--- config.mk ---
export PLATFORM = sky130hd
export DESIGN_NAME = bram_capture_writer_flat
export DESIGN_NICKNAME = d
export VERILOG_FILES = /design/src/rtl/dataTypes_pkg.sv /design/src/rtl/bram_capture_writer_if.sv /design/src/rtl/oneshot.sv /design/src/rtl/bram_capture_writer.sv /design/src/flat_wrapper.sv
export SDC_FILE = /design/constraint.sdc
export NUM_CORES = 1
export LEC_CHECK = 0
export CAP_MARGIN = 40
export CORE_MARGIN = 10
export CORE_UTILIZATION = 40
export DETAILED_ROUTE_END_ITERATION = 10
export PLACE_DENSITY = 0.69
export SLEW_MARGIN = 0
export SYNTH_ARGS = -nofsm -noshare
export SYNTH_HDL_FRONTEND = slang
export SYNTH_SLANG_ARGS = --single-unit
export TNS_END_PERCENT = 20
--- constraint.sdc ---
create_clock -name clk -period 3.22 [get_ports clk]
set_input_delay 0.483 -clock clk [delete_from_list [all_inputs] [get_ports clk]]
set_output_delay 0.483 -clock clk [all_outputs]
set_load 0.01 [all_outputs]
--- src/rtl/dataTypes_pkg.sv ---
// Shared types for the BRAM capture path: writer FSM states and the BRAM address mask.
package dataTypes_pkg;

    typedef enum logic [2:0] {
        s_idle,
        s_rstWait,
        s_load,
        s_write,
        s_done
    } bramWrite_t;

    localparam int unsigned BRAM_DEPTH_MAX = 32768;
    localparam logic [15:0] BRAM_ADDR_MASK = 16'(BRAM_DEPTH_MAX - 1);

endpackage

--- src/rtl/bram_capture_writer_if.sv ---
// Capture stream (valid/ready) plus BRAM write port, seen from the writer as master.
interface bram_capture_writer_if #(
    parameter int BRAM_ADDR_SIZE = 15,
    parameter int BRAM_DATA_SIZE = 32
);
    logic [BRAM_DATA_SIZE-1:0] inData;
    logic                      inValid;
    logic                      inReady;
    logic                      resetBusy;
    logic [BRAM_ADDR_SIZE-1:0] addr;
    logic [BRAM_DATA_SIZE-1:0] writeData;
    logic                      bramEnable;
    logic                      bramWe;

    modport master (
        input  inData, inValid, resetBusy,
        output inReady, addr, writeData, bramEnable, bramWe
    );

    modport slave (
        output inData, inValid, resetBusy,
        input  inReady, addr, writeData, bramEnable, bramWe
    );
endinterface

--- src/rtl/oneshot.sv ---
// Turns a level input into a single-cycle pulse on its rising edge.
module oneshot (
    input  logic clk,
    input  logic resetN,
    input  logic pulse,
    output logic oneShot
);
    logic pulse_d;

    always_ff @(posedge clk or negedge resetN) begin
        if (!resetN) pulse_d <= 1'b0;
        else         pulse_d <= pulse;
    end

    assign oneShot = pulse & ~pulse_d;
endmodule

--- src/rtl/bram_capture_writer.sv ---
// Streams capture words into BRAM at sequential addresses from a base address.
// Define BRAM_WRITER_CIRCULAR_EN to wrap at the top of BRAM instead of stopping with overflow.
module bram_capture_writer
    import dataTypes_pkg::*;
#(
    parameter int BRAM_ADDR_SIZE = 15,
    parameter int BRAM_DATA_SIZE = 32,
    parameter int BRAM_DEPTH     = 32768
) (
    input  logic        clk,
    input  logic        resetN,
    input  logic        start,
    input  logic        abort,
    input  logic [15:0] baseAddr,
    input  logic [15:0] numWrites,
    output logic        busy,
    output logic        done,
    output logic        overflow,
    output logic [15:0] wordsWritten,
    bram_capture_writer_if.master bus
);
    localparam logic [BRAM_ADDR_SIZE-1:0] TOP_ADDR = BRAM_ADDR_SIZE'(BRAM_DEPTH - 1);

    bramWrite_t                state, state_nxt;
    logic                      startPulse;
    logic                      accept_p0;
    logic                      ovfSet;
    logic                      topHit;
    logic [15:0]               storedWrites;
    logic [15:0]               maskedBase;
    logic [BRAM_ADDR_SIZE-1:0] wrAddr;
    logic [BRAM_DATA_SIZE-1:0] capData_p0;
    logic                      unused_baseHi;

    oneshot u_startPulse (
        .clk     (clk),
        .resetN  (resetN),
        .pulse   (start),
        .oneShot (startPulse)
    );

    assign maskedBase    = baseAddr & BRAM_ADDR_MASK;
    assign unused_baseHi = ^maskedBase;

    // topHit stops intake once the last BRAM word has been taken, so the
    // FSM can close out with overflow while words are still outstanding.
    assign bus.inReady = (state == s_write) && (wordsWritten < storedWrites)
                         && !topHit && !abort;
    assign accept_p0   = bus.inValid && bus.inReady;
    assign capData_p0  = bus.inData;

    assign busy = (state != s_idle) && (state != s_done);
    assign done = (state == s_done);

    always_ff @(posedge clk or negedge resetN) begin
        if (!resetN) state <= s_idle;
        else         state <= state_nxt;
    end

    always_comb begin
        state_nxt = state;
        ovfSet    = 1'b0;
        if (abort) begin
            state_nxt = s_idle;
        end else begin
            case (state)
                s_idle:    if (startPulse) state_nxt = s_rstWait;
                s_rstWait: if (!bus.resetBusy) state_nxt = s_load;
                s_load:    state_nxt = (numWrites == 16'd0) ? s_done : s_write;
                s_write: begin
                    if (wordsWritten >= storedWrites) begin
                        state_nxt = s_done;
                    end else if (topHit) begin
                        state_nxt = s_done;
                        ovfSet    = 1'b1;
                    end
                end
                s_done:    if (startPulse) state_nxt = s_rstWait;
                default:   state_nxt = s_idle;
            endcase
        end
    end

    always_ff @(posedge clk or negedge resetN) begin
        if (!resetN) begin
            wrAddr       <= '0;
            storedWrites <= '0;
            wordsWritten <= '0;
            overflow     <= 1'b0;
            topHit       <= 1'b0;
        end else begin
            if (state == s_load && !abort) begin
                wrAddr       <= maskedBase[BRAM_ADDR_SIZE-1:0];
                storedWrites <= numWrites;
                wordsWritten <= '0;
                overflow     <= 1'b0;
                topHit       <= 1'b0;
            end
            if (ovfSet) overflow <= 1'b1;
            if (accept_p0) begin
                wordsWritten <= wordsWritten + 16'd1;
`ifdef BRAM_WRITER_CIRCULAR_EN
                wrAddr <= (wrAddr == TOP_ADDR) ? '0 : wrAddr + BRAM_ADDR_SIZE'(1);
`else
                wrAddr <= wrAddr + BRAM_ADDR_SIZE'(1);
                if (wrAddr == TOP_ADDR) topHit <= 1'b1;
`endif
            end
        end
    end

    // p0 -> p1: accepted word becomes a one-cycle BRAM write strobe
    always_ff @(posedge clk or negedge resetN) begin
        if (!resetN) begin
            bus.bramEnable <= 1'b0;
            bus.bramWe     <= 1'b0;
            bus.addr       <= '0;
            bus.writeData  <= '0;
        end else begin
            bus.bramEnable <= accept_p0;
            bus.bramWe     <= accept_p0;
            if (accept_p0) begin
                bus.addr      <= wrAddr;
                bus.writeData <= capData_p0;
            end
        end
    end

endmodule

--- src/flat_wrapper.sv ---
// flat-port wrapper written by rule: the top's interface ports become plain ports
module bram_capture_writer_flat import dataTypes_pkg::*;
#(
    parameter int BRAM_ADDR_SIZE = 15,
    parameter int BRAM_DATA_SIZE = 32,
    parameter int BRAM_DEPTH     = 32768
)
  (clk, resetN, start, abort, baseAddr, numWrites, busy, done, overflow, wordsWritten, bus_inData, bus_inValid, bus_resetBusy, bus_inReady, bus_addr, bus_writeData, bus_bramEnable, bus_bramWe);
  bram_capture_writer_if #(.BRAM_ADDR_SIZE(BRAM_ADDR_SIZE), .BRAM_DATA_SIZE(BRAM_DATA_SIZE)) bus_i ();
  input  logic clk;
  input  logic resetN;
  input  logic start;
  input  logic abort;
  input  logic [15:0] baseAddr;
  input  logic [15:0] numWrites;
  output logic busy;
  output logic done;
  output logic overflow;
  output logic [15:0] wordsWritten;
  input wire logic [$bits(bus_i.inData)-1:0] bus_inData;
  input wire logic [$bits(bus_i.inValid)-1:0] bus_inValid;
  input wire logic [$bits(bus_i.resetBusy)-1:0] bus_resetBusy;
  output wire logic [$bits(bus_i.inReady)-1:0] bus_inReady;
  output wire logic [$bits(bus_i.addr)-1:0] bus_addr;
  output wire logic [$bits(bus_i.writeData)-1:0] bus_writeData;
  output wire logic [$bits(bus_i.bramEnable)-1:0] bus_bramEnable;
  output wire logic [$bits(bus_i.bramWe)-1:0] bus_bramWe;
  assign bus_i.inData = bus_inData;
  assign bus_i.inValid = bus_inValid;
  assign bus_i.resetBusy = bus_resetBusy;
  assign bus_inReady = bus_i.inReady;
  assign bus_addr = bus_i.addr;
  assign bus_writeData = bus_i.writeData;
  assign bus_bramEnable = bus_i.bramEnable;
  assign bus_bramWe = bus_i.bramWe;
  bram_capture_writer #(.BRAM_ADDR_SIZE(BRAM_ADDR_SIZE), .BRAM_DATA_SIZE(BRAM_DATA_SIZE), .BRAM_DEPTH(BRAM_DEPTH)) u_core (.clk(clk), .resetN(resetN), .start(start), .abort(abort), .baseAddr(baseAddr), .numWrites(numWrites), .busy(busy), .done(done), .overflow(overflow), .wordsWritten(wordsWritten), .bus(bus_i));
endmodule
==> results of run 1 <==
==> flip-flops by register name, indices dropped and copies added (netlist names) <==
register and count:
u_core.wrAddr 15, u_core.overflow 1, u_core.u_startPulse.pulse_d 1, u_core.bus.addr 15, u_core.storedWrites 16, u_core.bus.bramEnable 1, u_core.bus.writeData 32, u_core.wordsWritten 16
u_core.topHit 1, u_core.state 3
==> synthesized netlist by cell type (10+ instances only) <==
| cell | count | area [um^2] |
|---|---|---|
| nor2_1 | 14 | 52.6 |
| buf_2 | 10 | 50.1 |
| a21oi_1 | 10 | 50.1 |
| inv_1 | 21 | 78.8 |
| clkbuf_1 | 10 | 37.5 |
| nand3_1 | 11 | 55.1 |
| nand2_1 | 184 | 691 |
| ha_1 | 18 | 225 |
| o21ai_0 | 25 | 125 |
| a221o_1 | 11 | 110 |
| dfrtp_1 | 101 | 2530 |
==> kinds of logic after synthesis <==
| group | count (synthesis) |
|---|---|
| buffers and inverters | 46 |
| multiplexers | 18 |
| AO/OA/AOI/OAI | 74 |
| XOR/XNOR | 2 |
| AND/OR/NAND/NOR | 260 |
| adder cells (fa/ha/maj) | 18 |
| flip-flops | 101 |
==> critical path, delay by kind of cell (launching register included) <==
family / cells / cell delay, ns
AND/OR/NAND/NOR: 4 / 0.80
buffers and inverters: 1 / 0.18
AO/OA/AOI/OAI: 1 / 0.15
adder cells (fa/ha/maj): 1 / 0.34
flip-flops: 1 / 0.43
==> cell usage in the layout, fill, tap and decap left out, drive strengths merged, types with 2 or more instances in the layout <==
| cell type | synthesis | layout |
|---|---|---|
| a211o | 2 | 2 |
| a211oi | 2 | 2 |
| a21o | 6 | 6 |
| a21oi | 10 | 10 |
| a221o | 11 | 11 |
| a22o | 2 | 2 |
| and3 | 8 | 8 |
| buf | 14 | 8 |
| clkbuf | 10 | 11 |
| clkdlybuf4s50 | 0 | 135 |
| clkinv | 0 | 2 |
| clkinvlp | 0 | 2 |
| dfrtp | 101 | 101 |
| ha | 18 | 18 |
| inv | 22 | 22 |
| mux2 | 9 | 9 |
| mux2i | 9 | 9 |
| nand2 | 184 | 184 |
| nand3 | 12 | 12 |
| nand4 | 9 | 9 |
| nor2 | 14 | 14 |
| nor2b | 3 | 3 |
| nor3 | 9 | 9 |
| nor3b | 5 | 5 |
| nor4 | 8 | 8 |
| o211ai | 2 | 2 |
| o21ai | 26 | 26 |
| o31ai | 4 | 4 |
| or3 | 3 | 3 |
==> cell type report <==
| class | count | share of cell area [%] |
|---|---|---|
| sequential | 101 | 37.7 |
| multi-input combinational | 372 | 32.0 |
| timing repair buffer | 144 | 21.6 |
| clock buffer | 11 | 3.77 |
| tap | 147 | 2.75 |
| inverter | 22 | 1.27 |
| clock inverter | 5 | 0.878 |
==> path summary, 6_finish.rpt <==
kind | start | endpoint | slack (ns)
setup / recovery | u_core.wordsWritten[13] | bus_inReady | 0.50
hold / removal | resetN | u_core.bus.addr[8] | 0.20
setup reg to reg | u_core.wordsWritten[13] | u_core.wordsWritten[0] | 0.52
hold reg to reg | u_core.bus.writeData[31] | u_core.bus.writeData[31] | 0.47
max in group asynchronous | resetN | u_core.wordsWritten[12] | 2.29
min in group clk | u_core.bus.writeData[31] | u_core.bus.writeData[31] | 0.47
==> routing by layer <==
| layer | global-route usage, % | vias to the layer above | share of wire [%] |
|---|---|---|---|
| met3 | 4.14 | 12 | 7.3 |
| met5 | 0 | - | 0 |
| li1 | - | 2032 | - |
| met2 | 24.8 | 123 | 46 |
| met1 | 19.9 | 1977 | 46 |
| met4 | 4.83 | 0 | 1.1 |
==> per-stage QoR <==
step,hold slack (ns),cells
after global routing,0.270,802
after floorplan,0.187,519
final,0.204,802
after detailed placement,0.461,786
after CTS,0.239,802
after global placement,0.457,786
==> power by group through the flow <==
stage	registers (mW)	clock network (mW)	logic (mW)
after global placement	1.91	0	1.28
final	1.91	1.12	1.32
after detailed placement	1.93	0	1.33
after CTS	1.91	1.14	1.34
after global routing	1.97	1.20	1.47
after floorplan	1.98	0	0.566
==> timing repair <==
| item | CTS | global route |
|---|---|---|
| gates resized for setup | 0 | 2 |
| hold buffers | 0 | 0 |
| setup endpoints to repair | 0 | 1 |
==> key figures, run 1 <==
Run status
  • Status: complete, no violations

Synth
  • Mux contribution to synthesized area: 4.10%
  • Seq cells post-synth: approximately 100
  • Count of cell types in the netlist: 53
  • Avg Cell Area, Syn: 9.35 um^2
  • Largest family of logic cells by synthesized area: simple AND/OR/NAND/NOR gates
  • Synth Flop Type: dfrtp_1
  • Post-synthesis cell area: 4850 um^2
  • Cells after Synth: 519
  • Synth Net Count: 607
  • Post-synth EDFFs: 0
  • Synth Warn #: 0
  • Sequential fraction of the synthesis area: 52.1%
  • Synth Area in Adders: ~4.6%
  • Complex-gate fraction of the synthesized area: 10.6%
  • Post-synth ARST share: 100%
  • Post-synthesis xor/xnor area fraction: 0.361%
  • Simple-gate share of the synthesized area: about a quarter

Setup path
  • CP Cell Sequence: ha_1 > nand4_2 > nor4_4 > o21ai_2 > nand3_1 > nor2_1 > dlymetal6s2s_1
  • Startpoint Class: flop
  • Arr. time, crit path: 2.24 ns
  • Critical path required time: 2.74 ns
  • Setup CP Type: reg2out
  • Crit-path max cell delay: 0.43 ns
  • Reg2reg path depth: 8
  • Crit-path max FO: 6
  • CP Capture Type: output port
  • Crit path max-delay cell type: dfrtp_1

CTS
  • CTS tree: yes
  • CTS Buf Count: 9
  • CTS H-tree lvls: 3
  • Post-CTS setup buffer count: 0
  • Root buffer cell: clkbuf_16
  • CTS max path bufs: 2
  • Clock tree sinks: 101
  • Clock slew at reported path FFs: 0.07 ns
  • Skew-Pair Late Insertion Delay: between 0.3 and 0.4 ns

Power
  • Sw frac: ~31%
  • PwrDens: 649 nW/um^2
  • LEAKAGE: approximately 3.2 nW
  • Maximum VDD drop: 0.325 mV
  • Total power: 4.34 mW
  • Comb power frac: 30.3%
  • Reg power frac: about 44%
  • NetSw: 1.34 mW
  • Pint: 3.00 mW
  • Clock power share: 25.7%

Layout
  • FF/Latch Area: 2530 um^2
  • Final-layout fill cell count: 1093
  • Syn-to-layout area delta: 38.0%
  • Ant diodes: 0
  • Final instance area: 6700 um^2
  • Layout net count: between 700 and 800
  • Share of cells above drive strength 1: 6.41%
  • Post-layout util: between 50% and 60%
  • Multi-input gate area: 2140 um^2

Detailed routing
  • Post-route DRC: 0
  • Routed Antenna Nets: 0
  • Vias: between 4k and 5k
  • Drt total wl: 13.0 mm
  • Vias per Instance: 5.17
  • WL/cell: about 16 um
  • DRT Pass-1 Iters: 4
  • 1st-iter DRT viols: 327

Run
  • MaxCap Viol Count: 0

STA
  • Setup TNS: 0 ns
  • Period minus WS final: 2.72 ns
  • Max Freq: 0.368 GHz
  • Setup-failing EPs final: 0
  • Worst Tran Pin Value: 0.745 ns
  • Slew Viols, Final: 0
  • Max Clock Skew: about 0.0066 ns
  • Setup ws final: 0.500 ns
  • Slew margin rel.: 50.3%
  • RSZ-0062 raised after global routing: no
  • Final hold vios: 0
  • Final Cycle Share: 84.5%

GRT
  • GRT overflow: 0
  • Initial antenna violation count: 0
  • Gr usage total: approximately 15%
  • Vias in the first global route: 4160
  • First-pass GRT wire length: 21.1 mm
  • Pin count of the biggest net entering global routing: 73

Hold path
  • Hold Path Class: in2async

Place
  • Place WS: about 0.33 ns
  • Placed Area: 6370 um^2
  • HPWL after DPL: 9.59 mm
  • Routability Congestion: roughly 0.84
  • Buffers on Ports: 137

Floorplanning
  • Initial Util: just over 40%
  • Die W: 130 um
  • Die Footprint: 16900 um^2
  • Core ar.: 12000 um^2
  • I/O pin count: roughly 140
  • Die Y: 130 um
  • Row count: 40
(Power assumes the default switching activity.)
==> run 2: changes to the inputs <==
==> constraint.sdc (replaced) <==
create_clock -name clk -period 2.8 [get_ports clk]
set_input_delay 0.42 -clock clk [delete_from_list [all_inputs] [get_ports clk]]
set_output_delay 0.42 -clock clk [all_outputs]
set_load 0.01 [all_outputs]
==> run 2 against run 1 <==
  * Non-clock buffer count grew 11
  * Sequential share of layout area shrank 0.19 points
  * Die area did not move
  * Cell count grew 1.4%
  * Cell area is 0.56% higher
  * Highest routed layer unchanged
==> key figures, run 2 (same netlist as run 1, synthesis figures left out) <==
Setup path
  • Critical path required time: 2.38 ns
  • Arr. time, crit path: around 2.2 ns
  • Startpoint Class: flop
  • Setup CP Type: reg2out
  • Crit-path max FO: 5
  • CP Capture Type: output port

STA
  • RSZ-0062 raised after global routing: no
  • Max Clock Skew: 0.00584 ns
  • Max Freq: 0.375 GHz
  • Setup-failing EPs final: 0
  • Setup TNS: 0 ns
  • Slew Viols, Final: 0
  • Final hold vios: 0
  • Worst Tran Pin Value: 0.541 ns
  • Slew margin rel.: 63.8%
  • Final Cycle Share: a little over nine tenths
  • Period minus WS final: between 2 and 3 ns

Floorplanning
  • I/O pin count: roughly 140
  • Die Y: 130 um
  • Row count: 40
  • Initial Util: 40.6%
  • Core ar.: 12000 um^2
  • Die Footprint: between 15000 and 20000 um^2
  • Die W: 130 um

Hold path
  • Hold Path Class: in2async

Detailed routing
  • Vias per Instance: 5.21
  • 1st-iter DRT viols: 368
  • DRT Pass-1 Iters: 4
  • Post-route DRC: 0
  • Drt total wl: 13.6 mm
  • WL/cell: 16.8 um
  • Vias: 4235
  • Routed Antenna Nets: 0

GRT
  • First-pass GRT wire length: 21.8 mm
  • Pin count of the biggest net entering global routing: 73
  • Initial antenna violation count: 0
  • GRT overflow: 0
  • Gr usage total: 16.1%
  • Vias in the first global route: 4303

Layout
  • Post-layout util: a little under three fifths
  • Final instance area: 6730 um^2
  • Syn-to-layout area delta: 38.7%
  • Ant diodes: 0
  • Final-layout fill cell count: 1090
  • Share of cells above drive strength 1: 7.81%
  • Most flops, register: u_core.bus.writeData
  • Biggest regs: u_core.bus.writeData x32, u_core.storedWrites x16, u_core.wordsWritten x16
  • Most frequent cells in the layout: nand2_1 (184), clkdlybuf4s50_1 (135), dfrtp_1 (100), o21ai_0 (25), inv_1 (21)
  • Multi-input gate area: 2150 um^2
  • Layout net count: 749
  • Commonest non-fill, non-tap cell in the layout: nand2_1
  • Largest register FFs: 32
  • FF/Latch Area: 2530 um^2

Power
  • Reg power frac: between 40% and 50%
  • Clock power share: 23.2%
  • Pint: 3.32 mW
  • Sw frac: 32.0%
  • PwrDens: roughly 720 nW/um^2
  • Comb power frac: 31.7%
  • LEAKAGE: roughly 3.2 nW
  • NetSw: 1.56 mW
  • Maximum VDD drop: 0.284 mV

Run
  • MaxCap Viol Count: 0

CTS
  • CTS tree: yes
  • CTS max path bufs: 2
  • CTS Buf Count: 9
  • Post-CTS Hold Buffers: 0
  • Clock tree sinks: about 100
  • Root buffer cell: clkbuf_16
  • CTS H-tree lvls: 3
  • Clock slew at reported path FFs: 0.06 ns
  • Skew-Pair Late Insertion Delay: 0.34 ns

Place
  • Routability Congestion: 0.865
  • Buffers on Ports: 137
  • Placed Area: 6450 um^2
  • HPWL after DPL: 10.1 mm

Run status
  • Status: complete, no violations
## run 2: cell count changes in the layout (fill, tap and decap cells not counted), moves of 2 or more
| cell | previous run | this run |
|---|---|---|
| buf_4 | 6 | 17 |
| clkbuf_8 | 2 | 0 |
| clkbuf_1 | 0 | 2 |
| clkinv_2 | 1 | 4 |
## run 2: timing repair
action,4_1_cts,5_1_grt
hold endpoints to repair,0,0
buffers inserted,1,0
setup endpoints to repair,1,1
gates resized for setup,2,2
pin swaps,1,2
## run 2: routing by layer
layer / global-route usage, % / wire, um / vias to the layer above / share of wire [%]
met2: 25.9 / 6210 / 119 / 46
li1: - / - / 2056 / -
met4: 5.89 / 238 / 0 / 1.7
met1: 20.2 / 6230 / 2043 / 46
met3: 4.58 / 945 / 17 / 6.9
met5: 0 / 0 / - / 0
## run 2: area by class of cell
| type | count | area share (%) |
|---|---|---|
| Clock buffer | 11 | 3.46 |
| Clock inverter | 5 | 0.409 |
| Inverter | 22 | 1.26 |
| Multi-Input combinational cell | 372 | 31.9 |
| Sequential cell | 101 | 37.6 |
| Tap cell | 147 | 2.73 |
| Timing Repair Buffer | 155 | 22.7 |
## run 2: worst max-delay path, stage by stage, from the launching register on
cell and delay (ns):
dfrtp_2 0.44, ha_1 0.35, nand4_4 0.15, nor4_4 0.30, o21ai_2 0.15, nand3_1 0.16
nor2_1 0.07, dlygate4sd2_1 0.29
## run 2: final timing paths
| path | from | end | slack (ns) | depth (start not counted) |
|---|---|---|---|---|
| worst min register to register | u_core.bus.addr[12] | u_core.bus.addr[12] | 0.47 | 2 |
| worst max register to register | u_core.wordsWritten[14] | u_core.wordsWritten[5] | 0.32 | 9 |
| max in group asynchronous | resetN | u_core.state[2] | 2.07 | 2 |
| worst max-delay path | u_core.wordsWritten[14] | bus_inReady | 0.14 | 7 |
| min in group clk | u_core.bus.addr[12] | u_core.bus.addr[12] | 0.47 | 2 |
| worst min-delay path | resetN | u_core.bus.writeData[1] | 0.06 | 1 |
## run 2: power by group through the flow
stage          combinational [mW]  clock [mW]  sequential, mW
6_report                     1.55        1.13            2.20
5_1_grt                      1.73        1.22            2.27
4_1_cts                      1.55        1.16            2.20
3_5_place_dp                 1.54           0            2.23
3_3_place_gp                 1.48           0            2.20
2_1_floorplan               0.651           0            2.27
## run 2: metrics by stage
stage          hold WS [ns]  total power [mW]  std cells  worst slack (ns)
2_1_floorplan         0.124              2.92        519             0.508
3_3_place_gp          0.437              3.69        796             0.221
3_5_place_dp          0.440              3.76        796             0.174
4_1_cts              0.0671              4.91        813            0.0782
5_1_grt              0.0890              5.21        813           0.00236
6_report             0.0637              4.88        813             0.135
==> run 3: changes to the inputs <==
==> constraint.sdc (replaced) <==
create_clock -name clk -period 3.1 [get_ports clk]
set_input_delay 0.465 -clock clk [delete_from_list [all_inputs] [get_ports clk]]
set_output_delay 0.465 -clock clk [all_outputs]
set_load 0.01 [all_outputs]
==> run 3 against run 2 <==
  * Clock skew is 0.0032 ns higher
  * Critical path depth stayed put
  * Utilization is 0.37 points lower
  * Sequential power is 10% lower
  * Count of clock-buffer cells in the layout is 2 higher
  * Sequential share of layout area is 0.23 points higher
  * Largest cell class unchanged
  * Combinational power is 12% lower
  * Power is 9.3% lower
  * Sequential cell count stayed put
  * Setup slack better by 0.28 ns
  * Register-to-register slack better by 0.11 ns
  * Routed wire length is 2.1% lower
==> key figures, run 3 (same netlist as run 1, synthesis figures left out) <==
Setup path
  • Crit-path max FO: 6
  • Critical path required time: ~2.6 ns
  • Crit path max-delay cell type: dfrtp_1
  • Family with the most delay on the worst path: simple AND/OR/NAND/NOR gates
  • CP Capture Type: output port
  • CP Cell Sequence: ha_1 > nand4_1 > nor4_4 > o21ai_2 > nand3_1 > nor2_1 > dlymetal6s2s_1
  • R2R Path Start: u_core.wordsWritten[11]
  • Arr. time, crit path: roughly 2.2 ns
  • Setup CP Type: reg2out
  • Worst path bufs/invs: 1
  • Worst setup path startpoint: u_core.wordsWritten[11]
  • Crit-path max cell delay: 0.45 ns
  • Startpoint Class: flop

STA
  • Max Clock Skew: 0.00907 ns
  • Final Cycle Share: 86.5%
  • Final hold vios: 0
  • Setup-failing EPs final: 0
  • Slew Viols, Final: 0
  • Final hold slack: 0.0328 ns
  • Max Freq: 0.373 GHz
  • Setup ws final: 0.420 ns
  • Worst Tran Pin Value: 0.689 ns
  • RSZ-0062 raised after global routing: no
  • Setup TNS: 0 ns
  • Slew margin rel.: 53.9%
  • Period minus WS final: 2.68 ns

Detailed routing
  • Drt total wl: 13.3 mm
  • DRT Pass-1 Iters: 4
  • Vias: 4143
  • 1st-iter DRT viols: about 280
  • Routed Antenna Nets: 0
  • Post-route DRC: 0
  • WL/cell: 16.6 um
  • Vias per Instance: 5.14

Place
  • Routability Congestion: 0.823
  • HPWL after DPL: 9.90 mm
  • Place WS: 0.263 ns
  • Buffers on Ports: 137

Layout
  • Commonest non-fill, non-tap cell in the layout: nand2_1
  • Final-layout fill cell count: 1057
  • Layout net count: roughly 740
  • Ant diodes: 0
  • Biggest regs: u_core.bus.writeData x32, u_core.storedWrites x16, u_core.wordsWritten x16
  • Share of cells above drive strength 1: 6.68%
  • Largest register FFs: 32
  • Most flops, register: u_core.bus.writeData
  • Most frequent cells in the layout: nand2_1 (184), clkdlybuf4s50_1 (135), dfrtp_1 (101), o21ai_0 (25), inv_1 (21)
  • Syn-to-layout area delta: 37.8%
  • Post-layout util: 55.9%

Power
  • NetSw: 1.39 mW
  • Reg power frac: 44.7%
  • Comb power frac: 31.1%
  • Pint: a little over 3 mW
  • LEAKAGE: 3.16 nW
  • Clock power share: 24.2%
  • Sw frac: a little under a third
  • PwrDens: 662 nW/um^2
  • Total power: 4.43 mW
  • Maximum VDD drop: 0.290 mV

CTS
  • CTS max path bufs: 2
  • CTS H-tree lvls: 3
  • Clock tree sinks: around 100
  • Post-CTS setup buffer count: 0
  • CTS tree: yes
  • Root buffer cell: clkbuf_16
  • CTS Buf Count: 9
  • Clock slew at reported path FFs: 0.07 ns
  • Skew-Pair Late Insertion Delay: 0.34 ns

Floorplanning
  • Die Footprint: ~17000 um^2
  • Die W: 130 um
  • Initial Util: roughly two fifths
  • I/O pin count: 139
  • Core ar.: 12000 um^2
  • Row count: 40
  • Die Y: 130 um

GRT
  • Gr usage total: 15.6%
  • First-pass GRT wire length: 21.3 mm
  • Initial antenna violation count: 0
  • GRT overflow: 0
  • Vias in the first global route: 4237
  • Pin count of the biggest net entering global routing: 51

Hold path
  • Hold Path Class: in2async

Run
  • MaxCap Viol Count: 0

Run status
  • Status: complete, no violations
-- run 3: cell types whose count changed in the layout (fill, tap and decap cells not counted), sizes merged --
| cell | before | now |
|---|---|---|
| buf | 19 | 12 |
| clkinvlp | 1 | 2 |
| clkinv | 4 | 1 |
| clkbuf | 11 | 13 |
| dlygate4sd2 | 1 | 0 |
| dlymetal6s2s | 0 | 1 |
-- run 3: final timing paths --
kind                                           end  slack, ns  cells past startpoint
max                                    bus_inReady       0.42                      7
min reg2reg                     u_core.bus.addr[9]       0.47                      2
max reg2reg                 u_core.wordsWritten[0]       0.43                      8
min in group clk                u_core.bus.addr[9]       0.47                      2
max in group asynchronous         u_core.wrAddr[6]       2.26                      3
min                        u_core.bus.writeData[0]       0.03                      1
-- run 3: routing by layer --
layer	global-route usage, %	vias to the layer above	routed length [um]
met5	0	-	0
met4	5.49	0	126
met3	4.18	9	922
met2	25.3	129	6190
met1	19.6	1963	6110
li1	-	2042	-
-- run 3: stage by stage --
step           instance area, um^2  instances
6_report                      6690        806
5_1_grt                       6690        806
4_1_cts                       6680        806
3_5_place_dp                  6400        790
3_3_place_gp                  6370        789
2_1_floorplan                 4850        519
-- run 3: what timing repair did --
| item | 4_1_cts | 5_1_grt |
|---|---|---|
| setup endpoints to repair | 0 | 1 |
| hold buffers | 0 | 0 |
| resized for setup | 0 | 2 |
-- run 3: layout make-up --
class	instances	area, um^2	area share [%]
Clock inverter	3	20.0	0.299
Clock buffer	13	260	3.89
Tap cell	147	184	2.75
Inverter	22	85.1	1.27
Sequential cell	101	2530	37.8
Timing Repair Buffer	148	1470	22.0
Multi-Input combinational cell	372	2140	32.0
-- run 3: worst register-to-register path, cell delays in order (launching register included) --
cell and delay [ns]:
dfrtp_1 0.45, ha_1 0.35, nand4_1 0.18, nor4_4 0.35, o21ai_2 0.15, nand3_4 0.11, inv_4 0.14, nor2_1 0.60
mux2_2 0.28
-- run 3: power groups by stage --
stage               registers (mW)  logic (mW)  clock network [mW]
floorplan                     2.05       0.588                   0
global placement              1.99        1.33                   0
detailed placement            2.01        1.38                   0
CTS                           1.98        1.39                1.09
global route                  2.04        1.53                1.15
finish                        1.98        1.37                1.07
